[src/rtl/fetch_unit_if.sv]
// Instruction-memory request/response bus between fetch_unit (master) and memory (slave).
interface fetch_unit_if;
  logic        imem_req_valid;
  logic        imem_req_ready;
  logic [63:0] imem_addr;
  logic        imem_resp_valid;
  logic [31:0] imem_resp_data;

  modport master (
    output imem_req_valid,
    output imem_addr,
    input  imem_req_ready,
    input  imem_resp_valid,
    input  imem_resp_data
  );

  modport slave (
    input  imem_req_valid,
    input  imem_addr,
    output imem_req_ready,
    output imem_resp_valid,
    output imem_resp_data
  );
endinterface

[src/rtl/fetch_unit.sv]
// Single-outstanding instruction fetch unit with redirect/drop handling.
// Optional macro FETCH_MISALIGN_EN: misaligned redirect targets raise fetch_fault.
module fetch_unit #(
  parameter logic [63:0] RESET_PC = 64'h0
) (
  input  logic               clk,
  input  logic               rstn,
  input  logic               redirect_valid,
  input  logic [63:0]        redirect_pc,
  input  logic               stall,
  fetch_unit_if.master       imem,
  output logic               inst_valid,
  output logic [31:0]        inst_data,
  output logic [63:0]        inst_pc,
  output logic               flush,
  output logic               fetch_fault
);

  typedef enum logic [1:0] {S_REQ, S_WAIT, S_HOLD, S_FAULT} state_t;

  state_t      state, state_nxt;
  logic [63:0] pc, pc_nxt;
  logic        drop, drop_nxt;
  logic        inst_valid_nxt;
  logic        capture;
  logic        handshake;
  logic        misalign;
  logic [63:0] target;

`ifdef FETCH_MISALIGN_EN
  assign misalign = redirect_valid && (redirect_pc[1:0] != 2'b00);
  assign target   = redirect_pc;
`else
  assign misalign = 1'b0;
  assign target   = redirect_pc & ~64'h3;
`endif

  assign imem.imem_req_valid = (state == S_REQ);
  assign imem.imem_addr      = pc;
  assign handshake           = imem.imem_req_valid && imem.imem_req_ready;

  always_ff @(posedge clk or negedge rstn) begin
    if (!rstn) state <= S_REQ;
    else       state <= state_nxt;
  end

  always_comb begin
    state_nxt      = state;
    pc_nxt         = pc;
    drop_nxt       = drop;
    inst_valid_nxt = inst_valid;
    capture        = 1'b0;

    case (state)
      S_REQ: begin
        if (handshake) state_nxt = S_WAIT;
      end
      S_WAIT: begin
        if (imem.imem_resp_valid) begin
          drop_nxt = 1'b0;
          if (drop) begin
            state_nxt = S_REQ;
          end else begin
            capture        = 1'b1;
            inst_valid_nxt = 1'b1;
            pc_nxt         = pc + 64'd4;
            state_nxt      = S_HOLD;
          end
        end
      end
      S_HOLD: begin
        if (!stall) begin
          inst_valid_nxt = 1'b0;
          state_nxt      = S_REQ;
        end
      end
      S_FAULT: begin
        // a request issued just before the fault still retires here
        if (imem.imem_resp_valid) drop_nxt = 1'b0;
      end
      default: state_nxt = S_REQ;
    endcase

    // redirect overrides stall and normal sequencing in every state
    if (redirect_valid) begin
      pc_nxt         = target;
      capture        = 1'b0;
      inst_valid_nxt = 1'b0;
      case (state)
        S_REQ: begin
          if (handshake) drop_nxt = 1'b1;
        end
        S_WAIT: begin
          if (imem.imem_resp_valid) begin
            drop_nxt  = 1'b0;
            state_nxt = S_REQ;
          end else begin
            drop_nxt  = 1'b1;
            state_nxt = S_WAIT;
          end
        end
        S_HOLD:  state_nxt = S_REQ;
        S_FAULT: state_nxt = drop_nxt ? S_WAIT : S_REQ;
        default: state_nxt = S_REQ;
      endcase
      if (misalign) state_nxt = S_FAULT;
    end
  end

  always_ff @(posedge clk or negedge rstn) begin
    if (!rstn) begin
      pc         <= RESET_PC;
      drop       <= 1'b0;
      inst_valid <= 1'b0;
      inst_data  <= '0;
      inst_pc    <= '0;
      flush      <= 1'b0;
    end else begin
      pc         <= pc_nxt;
      drop       <= drop_nxt;
      inst_valid <= inst_valid_nxt;
      flush      <= redirect_valid;
      if (capture) begin
        inst_data <= imem.imem_resp_data;
        inst_pc   <= pc;
      end
    end
  end

`ifdef FETCH_MISALIGN_EN
  always_ff @(posedge clk or negedge rstn) begin
    if (!rstn) fetch_fault <= 1'b0;
    else       fetch_fault <= (state_nxt == S_FAULT);
  end
`else
  assign fetch_fault = 1'b0;
`endif

endmodule
[src/flat_wrapper.sv]
// flat-port wrapper written by rule: the top's interface ports become plain ports
module fetch_unit_flat 
#(
  parameter logic [63:0] RESET_PC = 64'h0
)
  (clk, rstn, redirect_valid, redirect_pc, stall, inst_valid, inst_data, inst_pc, flush, fetch_fault, imem_imem_req_valid, imem_imem_addr, imem_imem_req_ready, imem_imem_resp_valid, imem_imem_resp_data);
  fetch_unit_if imem_i ();
  input  logic clk;
  input  logic rstn;
  input  logic redirect_valid;
  input  logic [63:0] redirect_pc;
  input  logic stall;
  output logic inst_valid;
  output logic [31:0] inst_data;
  output logic [63:0] inst_pc;
  output logic flush;
  output logic fetch_fault;
  output wire logic [$bits(imem_i.imem_req_valid)-1:0] imem_imem_req_valid;
  output wire logic [$bits(imem_i.imem_addr)-1:0] imem_imem_addr;
  input wire logic [$bits(imem_i.imem_req_ready)-1:0] imem_imem_req_ready;
  input wire logic [$bits(imem_i.imem_resp_valid)-1:0] imem_imem_resp_valid;
  input wire logic [$bits(imem_i.imem_resp_data)-1:0] imem_imem_resp_data;
  assign imem_imem_req_valid = imem_i.imem_req_valid;
  assign imem_imem_addr = imem_i.imem_addr;
  assign imem_i.imem_req_ready = imem_imem_req_ready;
  assign imem_i.imem_resp_valid = imem_imem_resp_valid;
  assign imem_i.imem_resp_data = imem_imem_resp_data;
  fetch_unit #(.RESET_PC(RESET_PC)) u_core (.clk(clk), .rstn(rstn), .redirect_valid(redirect_valid), .redirect_pc(redirect_pc), .stall(stall), .imem(imem_i), .inst_valid(inst_valid), .inst_data(inst_data), .inst_pc(inst_pc), .flush(flush), .fetch_fault(fetch_fault));
endmodule
[config.mk]
export PLATFORM = sky130hd
export DESIGN_NAME = fetch_unit_flat
export DESIGN_NICKNAME = d
export VERILOG_FILES = /design/src/rtl/fetch_unit_if.sv /design/src/rtl/fetch_unit.sv /design/src/flat_wrapper.sv
export SDC_FILE = /design/constraint.sdc
export NUM_CORES = 1
export LEC_CHECK = 0
export BUFFER_PORTS_ARGS = -buffer_cell sky130_fd_sc_hd__buf_2
export CAP_MARGIN = 20
export CORE_MARGIN = 3
export CORE_UTILIZATION = 35
export DETAILED_ROUTE_END_ITERATION = 10
export GPL_TIMING_DRIVEN = 0
export SKIP_CTS_REPAIR_TIMING = 1
export SLEW_MARGIN = 20
export SYNTH_ARGS = -nofsm -noshare
export SYNTH_HDL_FRONTEND = slang
export SYNTH_SLANG_ARGS = --single-unit
[constraint.sdc]
create_clock -name clk -period 3.5 [get_ports clk]
set_clock_uncertainty 0.2 [all_clocks]
set_input_delay 0.7 -clock clk [delete_from_list [all_inputs] [get_ports clk]]
set_output_delay 0.7 -clock clk [all_outputs]
set_load 0.02 [all_outputs]
==> results_dict.tcl, run 1 <==
set metrics [dict create \
    cp-end-kind "flop" \
    drv_slew 0 \
    dieHeight_um 152 \
    htreeDepth 4 \
    synthArstFlopShare_pct 100 \
    synthMuxAreaShare_pct 14.5 \
    status "finished clean" \
    track_usage_pct 20.0 \
    slowest_delay_ns 0.53 \
    drc 0 \
    ys_ff_latch 161 \
    numPortBuffers 258 \
    relSlewSlack_pct 36.2 \
    timing.reg2reg.setup_slack_ns 0.40 \
    cp_slowest_cell "nor4_2" \
    worst-path-buf-inv 2 \
    overflow 0 \
    worstPathArrival_ns 3.18 \
    grt_antenna_before_repair 1 \
    worstSetupStartpoint "u_core.imem.imem_addr[5]" \
    place_ws_ns -0.490 \
    ir_drop_uv 440 \
    fin_cells 1249 \
    netlist_area_um2 7510 \
    worst_pin_slew_ns 0.950 \
    finalHoldViolCount 0 \
    num_antenna_cells 0 \
    rsz0062_at_grt "no" \
    yosysWarningCount 0 \
    r2r-end "u_core.imem.imem_addr[61]" \
    path_clk_slew_ns 0.07 \
    layout_common_cells "258 x buf_2, 161 x dfrtp_1, 93 x mux2_2" \
    nNetsFinal 1069 \
    via_per_inst 5.19 \
    path_max_fanout 10 \
    syn_to_final_growth_pct 30.2 \
    max_cap_violations 0 \
    synth.top_cell.area_share_pct 53.6 \
    startpoint_type "flop" \
    synth_flop_cell "dfrtp_1" \
    post-route-worst-setup-slack_ns 0.397 \
    wl_um 23300 \
    power_density_nw_per_um2 739 \
    cp-endpoint "u_core.imem.imem_addr[61]" \
    period_needed_ns 3.10 \
    synth_cell_types 42 \
    core_um2 20600 \
    cts_tree "done" \
    crit_path_frequent_cell "clkbuf_1" \
    grt_max_degree 83 \
    drive_gt1_share_pct 41.2 \
    yosysSeqAreaShare_pct 53.6 \
    p_leak_uw 0.00437 \
    layout_commonest_cell "buf_2" \
    die_area_um2 23300 \
    die_w_um 152 \
    reg2reg_depth 7 \
    numCtsBuffers 17 \
    synth_compound_area_share_pct 7.03 \
    cts.sinks 161 \
    dp_hpwl_um 17300 \
    crit_family "simple AND/OR/NAND/NOR gates" \
    num_rows 52 \
    synth.area.top_cells "dfrtp_1 54%, mux2_2 14%, nand2_1 4.0%" \
    hp-class "in2async" \
    dr.pass1.iters 6 \
    wl_per_cell_um 18.7 \
    final_cell_area_um2 9780 \
    synth_top_family_by_area "simple AND/OR/NAND/NOR gates" \
    grt_pass1_vias 6544 \
    ios 266 \
    clock_latency_ns 0.42 \
    route.vias.total 6481 \
    max_freq_mhz 322 \
    synth_fa_ha_area_share_pct 0.167 \
    synth_cells 685 \
    cp.required_ns 3.58 \
    crit_cells 7 \
    clk_path_buf_depth 2 \
    synth-simple-area-share_pct 17.5 \
    ant_nets 0 \
    gp_congestion 0.823 \
    yosysTopAreaCell "dfrtp_1" \
    placedCellCount 1218 \
    path_class "reg2reg" \
    path_cells "nand4_1 -> nor4_2 -> nand2_1 -> clkbuf_1 -> clkbuf_1 -> o31ai_1 -> a31oi_1" \
    fillers 2009 \
    grt_pass1_wl_um 37400 \
    initial_core_util_pct 36.4 \
    r2r-start "u_core.imem.imem_addr[5]" \
    final.period_utilization_pct 88.7 \
    finalSetupViolCount 0 \
    synth-edff-count 0 \
    root_buffer "clkbuf_16" \
    place_area_um2 9200 \
    synth_xor_area_share_pct 4.20 \
    avgSynthCellArea_um2 11.0 \
    drt_iter0_drc 426 \
]
metal layers:
metal  wire [um]  part of all wire [%]  global-route usage [%]
met5          13                 0.056                       0
met3        1730                   7.4                    6.31
met2       10900                    47                    32.0
met4         386                   1.7                    4.79
met1       10300                    44                    26.8
Yosys cell counts, drive strengths merged, types with 4 or more instances:
master / n
dfrtp: 161
mux2: 93
nand2: 80
o21ai: 49
clkbuf: 33
nor2: 32
nand4: 27
xnor2: 22
nand3: 20
or4: 20
a31oi: 19
xor2: 14
nor4: 13
nor3: 10
o31ai: 10
or3: 10
and4: 9
and3: 8
buf: 8
inv: 7
nor2b: 6
or2: 6
mux2i: 4
report_power, final:
| group | leakage (uW) | switching, uW | internal, uW |
|---|---|---|---|
| clock network | 0.000284 | 810 | 1070 |
| logic | 0.00217 | 1460 | 1030 |
| registers | 0.00192 | 386 | 2480 |
how the worst min path moves through the flow:
stage / endpoint / slack (ns) / cells after the start
after floorplan: u_core.drop / 0.20 / 0
after global placement: u_core.inst_pc[22] / 0.26 / 2
after detailed placement: u_core.inst_pc[51] / 0.26 / 2
after CTS: u_core.inst_pc[33] / 0.08 / 1
after global routing: u_core.inst_pc[33] / 0.09 / 1
final: u_core.inst_pc[34] / 0.03 / 1
metrics by stage:
step	hold WS [ns]	utilization (%)	total power [uW]	TNS (ns)
final	0.0321	47.4	7230	0
after global routing	0.0890	47.4	7660	0
after CTS	0.0770	47.4	7330	-0.321
after detailed placement	0.263	44.6	5420	-18.03
after global placement	0.260	44.4	5370	-202.07
after floorplan	0.204	-	4440	0
layout make-up:
cell class	instances	area, um2	share of cell area, %
flip-flops and latches	161	4030	41.2
repair buffers	259	1330	13.6
multi-input cells	479	3290	33.7
plain buffers	40	185	1.89
well taps	270	338	3.45
clock inverters	13	135	1.38
clock buffers	19	443	4.53
inverters	8	30.0	0.307
sequential cells by signal, summed over array words and instances, names as in the netlist:
signal	flops
u_core.inst_pc	62
u_core.flush	1
u_core.inst_data	32
u_core.state	2
u_core.inst_valid	1
u_core.imem.imem_addr	62
u_core.drop	1
cell families (layout without fill, tap and decap cells):
family                     count (synthesis)  in the layout
other                                      1              5
xor gates and xnor gates                  36             36
buffers and inverters                     49            339
adders and majority gates                  1              1
DFF                                      161            161
muxes                                     97             97
and+or+nand+nor                          250            250
AOI/OAI and AO/OA                         90             90
(Power assumes the default switching activity.)
==> run 2: changes to the inputs <==
==> constraint.sdc (replaced) <==
create_clock -name clk -period 3.5 [get_ports clk]
set_clock_uncertainty 0.2 [all_clocks]
set_input_delay 0.525 -clock clk [delete_from_list [all_inputs] [get_ports clk]]
set_output_delay 0.525 -clock clk [all_outputs]
set_load 0.02 [all_outputs]
==> results_dict.tcl, run 2 (synthesis results as in run 1) <==
set metrics [dict create \
    placedCellCount 1218 \
    htreeDepth 4 \
    post-route-worst-setup-slack_ns 0.256 \
    status "finished clean" \
    numPortBuffers 258 \
    path_class "in2reg" \
    place_ws_ns -0.315 \
    drive_gt1_share_pct 40.8 \
    route.vias.total 6515 \
    timing.reg2reg.setup_slack_ns 0.41 \
    setup-tns-final_ns 0 \
    initial_core_util_pct 36.4 \
    relSlewSlack_pct 35.8 \
    wl_um 23500 \
    num_rows 52 \
    hold_end "u_core.imem.imem_addr[8]" \
    dieHeight_um 152 \
    max_cap_violations 0 \
    whs_path_depth 3 \
    num_antenna_cells 0 \
    holdWs_ns 0.106 \
    drv_slew 0 \
    cts_tree "done" \
    ios 266 \
    total_power_uw 7230 \
    dp_hpwl_um 17300 \
    fin_cells 1252 \
    seq_power_share_pct 39.6 \
    hold_start "redirect_pc[8]" \
    max_freq_mhz 308 \
    final.period_utilization_pct 92.7 \
    layout_common_cells "258 x buf_2, 161 x dfrtp_1, 93 x mux2_2" \
    syn_to_final_growth_pct 30.5 \
    path_max_fanout 10 \
    layout_commonest_cell "buf_2" \
    die_area_um2 23300 \
    cp.required_ns 3.60 \
    net-switching-power_uw 2660 \
    period_needed_ns 3.24 \
    cts.sinks 161 \
    core_um2 20600 \
    ant_nets 0 \
    worst_pin_slew_ns 0.955 \
    r2r-end "u_core.imem.imem_addr[58]" \
    reg2reg_depth 6 \
    wl_per_cell_um 18.7 \
    hp-class "in2reg" \
    die_w_um 152 \
    power.internal_uw 4580 \
    gp_congestion 0.823 \
    nNetsFinal 1072 \
    root_buffer "clkbuf_16" \
    grt_pass1_wl_um 37400 \
    overflow 0 \
    power_density_nw_per_um2 738 \
    rsz0062_at_grt "no" \
    r2r-start "u_core.imem.imem_addr[5]" \
    dr.pass1.iters 6 \
    p_leak_uw 0.00438 \
    track_usage_pct 20.0 \
    via_per_inst 5.20 \
    cp-end-kind "flop" \
    clk_path_buf_depth 2 \
    power.share.switching_pct 36.7 \
    grt_antenna_before_repair 1 \
    finalSetupViolCount 0 \
    grt_max_degree 83 \
    clkPwrFrac_pct 26.0 \
    grt_pass1_vias 6544 \
    combPwrFrac_pct 34.4 \
    drt_iter0_drc 392 \
    path_clk_slew_ns 0.07 \
    drc 0 \
    finalHoldViolCount 0 \
    numCtsBuffers 17 \
    startpoint_type "primary input" \
    worstPathArrival_ns 3.35 \
    ir_drop_uv 441 \
    clock_latency_ns 0.42 \
]
==> run 2: how the worst max path moves through the flow <==
stage	startpoint	end	slack, ns	depth (start not counted)
floorplan	u_core.imem.imem_addr[2]	u_core.imem.imem_addr[52]	0.64	8
global placement	rstn	u_core.inst_data[11]	-0.97	1
detailed placement	redirect_valid	u_core.inst_pc[20]	-0.32	7
CTS	redirect_valid	u_core.inst_pc[20]	0.13	7
global route	redirect_valid	u_core.inst_pc[19]	0.08	7
finish	redirect_valid	u_core.inst_pc[20]	0.26	7
==> run 2: layout make-up <==
type | instances | area (um2)
Multi-Input combinational cell | 479 | 3290
Clock buffer | 19 | 443
Buffer | 41 | 186
Sequential cell | 161 | 4030
Inverter | 8 | 30.0
Timing Repair Buffer | 261 | 1350
Tap cell | 270 | 338
Fill cell | 2004 | 10800
Clock inverter | 13 | 135
==> run 2: stage by stage <==
step | area [um2] | util (%)
CTS | 9780 | 47.4
global route | 9800 | 47.5
finish | 9800 | 47.5
floorplan | 7520 | -
detailed placement | 9200 | 44.6
global placement | 9150 | 44.4
==> run 2: worst max-delay path: stages <==
cell      delay, ns
buf_2          0.08
clkbuf_1       0.46
clkinv_1       0.41
nand2_1        0.22
clkbuf_1       0.61
clkbuf_1       0.62
mux2_2         0.41
==> run 2: power groups by stage <==
stage                     logic (uW)  clock network [uW]  registers, uW
after global routing            2690                2010           2950
after floorplan                  823                   0           3610
after global placement          2490                   0           2870
after CTS                       2530                1930           2870
after detailed placement        2530                   0           2890
final                           2490                1880           2860
==> run 2: metal layers <==
layer / global-route usage, % / part of all wire (%) / vias to the layer above
li1: - / - / 3061
met2: 32.0 / 46 / 256
met4: 4.79 / 1.6 / 2
met3: 6.31 / 7.7 / 29
met1: 26.8 / 44 / 3167
met5: 0 / 0.055 / -
==> run 3: changes to the inputs <==
- MAX_ROUTING_LAYER: not set -> met4
==> results_dict.tcl, run 3 (synthesis results as in run 1) <==
set metrics [dict create \
    status "finished clean" \
    clk_path_buf_depth 2 \
    cp.required_ns 3.61 \
    layout_commonest_cell "buf_2" \
    cp-end-kind "flop" \
    wl_um 23500 \
    ant_nets 0 \
    ios 266 \
    num_rows 52 \
    core_um2 20600 \
    max_freq_mhz 311 \
    grt_pass1_vias 6563 \
    setup-tns-final_ns 0 \
    seq_area_um2 4030 \
    max_cap_violations 0 \
    worstPathArrival_ns 3.33 \
    layout_common_cells "258 x buf_2, 161 x dfrtp_1, 93 x mux2_2" \
    drv_slew 0 \
    worst_pin_slew_ns 0.934 \
    final.period_utilization_pct 92.0 \
    fillers 2003 \
    dp_hpwl_um 17300 \
    die_area_um2 23300 \
    path_class "in2reg" \
    path_clk_slew_ns 0.07 \
    holdWs_ns 0.0998 \
    finalHoldViolCount 0 \
    cts_tree "done" \
    final_cell_area_um2 9800 \
    initial_core_util_pct 36.4 \
    relSlewSlack_pct 37.2 \
    rsz0062_at_grt "no" \
    gp_congestion 0.836 \
    clock_latency_ns 0.43 \
    power_density_nw_per_um2 739 \
    numCtsBuffers 17 \
    place_area_um2 9200 \
    p_leak_uw 0.00438 \
    hp-class "in2reg" \
    cts.sinks 161 \
    path_max_fanout 10 \
    drive_gt1_share_pct 40.8 \
    overflow 0 \
    fin_util_pct 47.5 \
    dr.pass1.iters 5 \
    die_w_um 152 \
    drt_iter0_drc 375 \
    syn_to_final_growth_pct 30.6 \
    nNetsFinal 1072 \
    root_buffer "clkbuf_16" \
    route.vias.total 6506 \
    via_per_inst 5.19 \
    startpoint_type "primary input" \
    dieHeight_um 152 \
    ir_drop_uv 440 \
    grt_pass1_wl_um 37300 \
    wl_per_cell_um 18.7 \
    track_usage_pct 20.6 \
    finalSetupViolCount 0 \
    multiInputGateArea_um2 3290 \
    numPortBuffers 258 \
    period_needed_ns 3.22 \
    grt_max_degree 83 \
    grt_antenna_before_repair 1 \
    htreeDepth 4 \
    drc 0 \
    total_power_uw 7250 \
]
==> run 3: changes by cell type in the layout (fill, tap and decap cells not counted) <==
cell     delta
diode_2     +1
==> run 3: cell type report <==
type                    instances  share of cell area [%]
well taps                     270                    3.45
inverters                       8                   0.306
multi-input cells             479                    33.6
clock inverters                13                    1.38
plain buffers                  41                    1.90
clock buffers                  19                    4.52
repair buffers                261                    13.8
flip-flops and latches        161                    41.1
diodes                          1                  0.0255
==> run 3: final timing paths <==
path | cells after the start | to | slack (ns) | startpoint
setup / recovery | 7 | u_core.inst_pc[20] | 0.28 | redirect_valid
hold / removal | 3 | u_core.imem.imem_addr[8] | 0.1 | redirect_pc[8]
setup reg to reg | 7 | u_core.imem.imem_addr[61] | 0.40 | u_core.imem.imem_addr[5]
hold reg to reg | 2 | u_core.inst_pc[51] | 0.28 | u_core.inst_pc[51]
max in group asynchronous | 3 | u_core.inst_data[3] | 1.82 | rstn
min in group asynchronous | 2 | u_core.inst_pc[35] | 0.44 | rstn
==> run 3: stage by stage <==
step	instances	setup slack [ns]
floorplan	689	0.642
global placement	1217	-0.973
detailed placement	1218	-0.315
CTS	1250	0.130
global route	1253	0.0844
finish	1253	0.280
==> run 3: worst max-delay path: stages <==
cell and delay (ns):
buf_2 0.08, clkbuf_1 0.45, clkinv_1 0.39, nand2_1 0.21, clkbuf_1 0.61, clkbuf_1 0.64
mux2_2 0.41
==> run 3: report_power, final <==
| group | switching, uW | internal, uW |
|---|---|---|
| Combinational | 1460 | 1030 |
| Sequential | 386 | 2480 |
| Clock | 822 | 1070 |
==> run 3: per-layer routing <==
layer | vias to the layer above | track usage (%) | wire length [um]
met5 | - | - | 0
met4 | 0 | 4.79 | 391
met3 | 26 | 5.06 | 1480
met2 | 239 | 31.9 | 10900
met1 | 3178 | 27.7 | 10700
li1 | 3063 | - | -
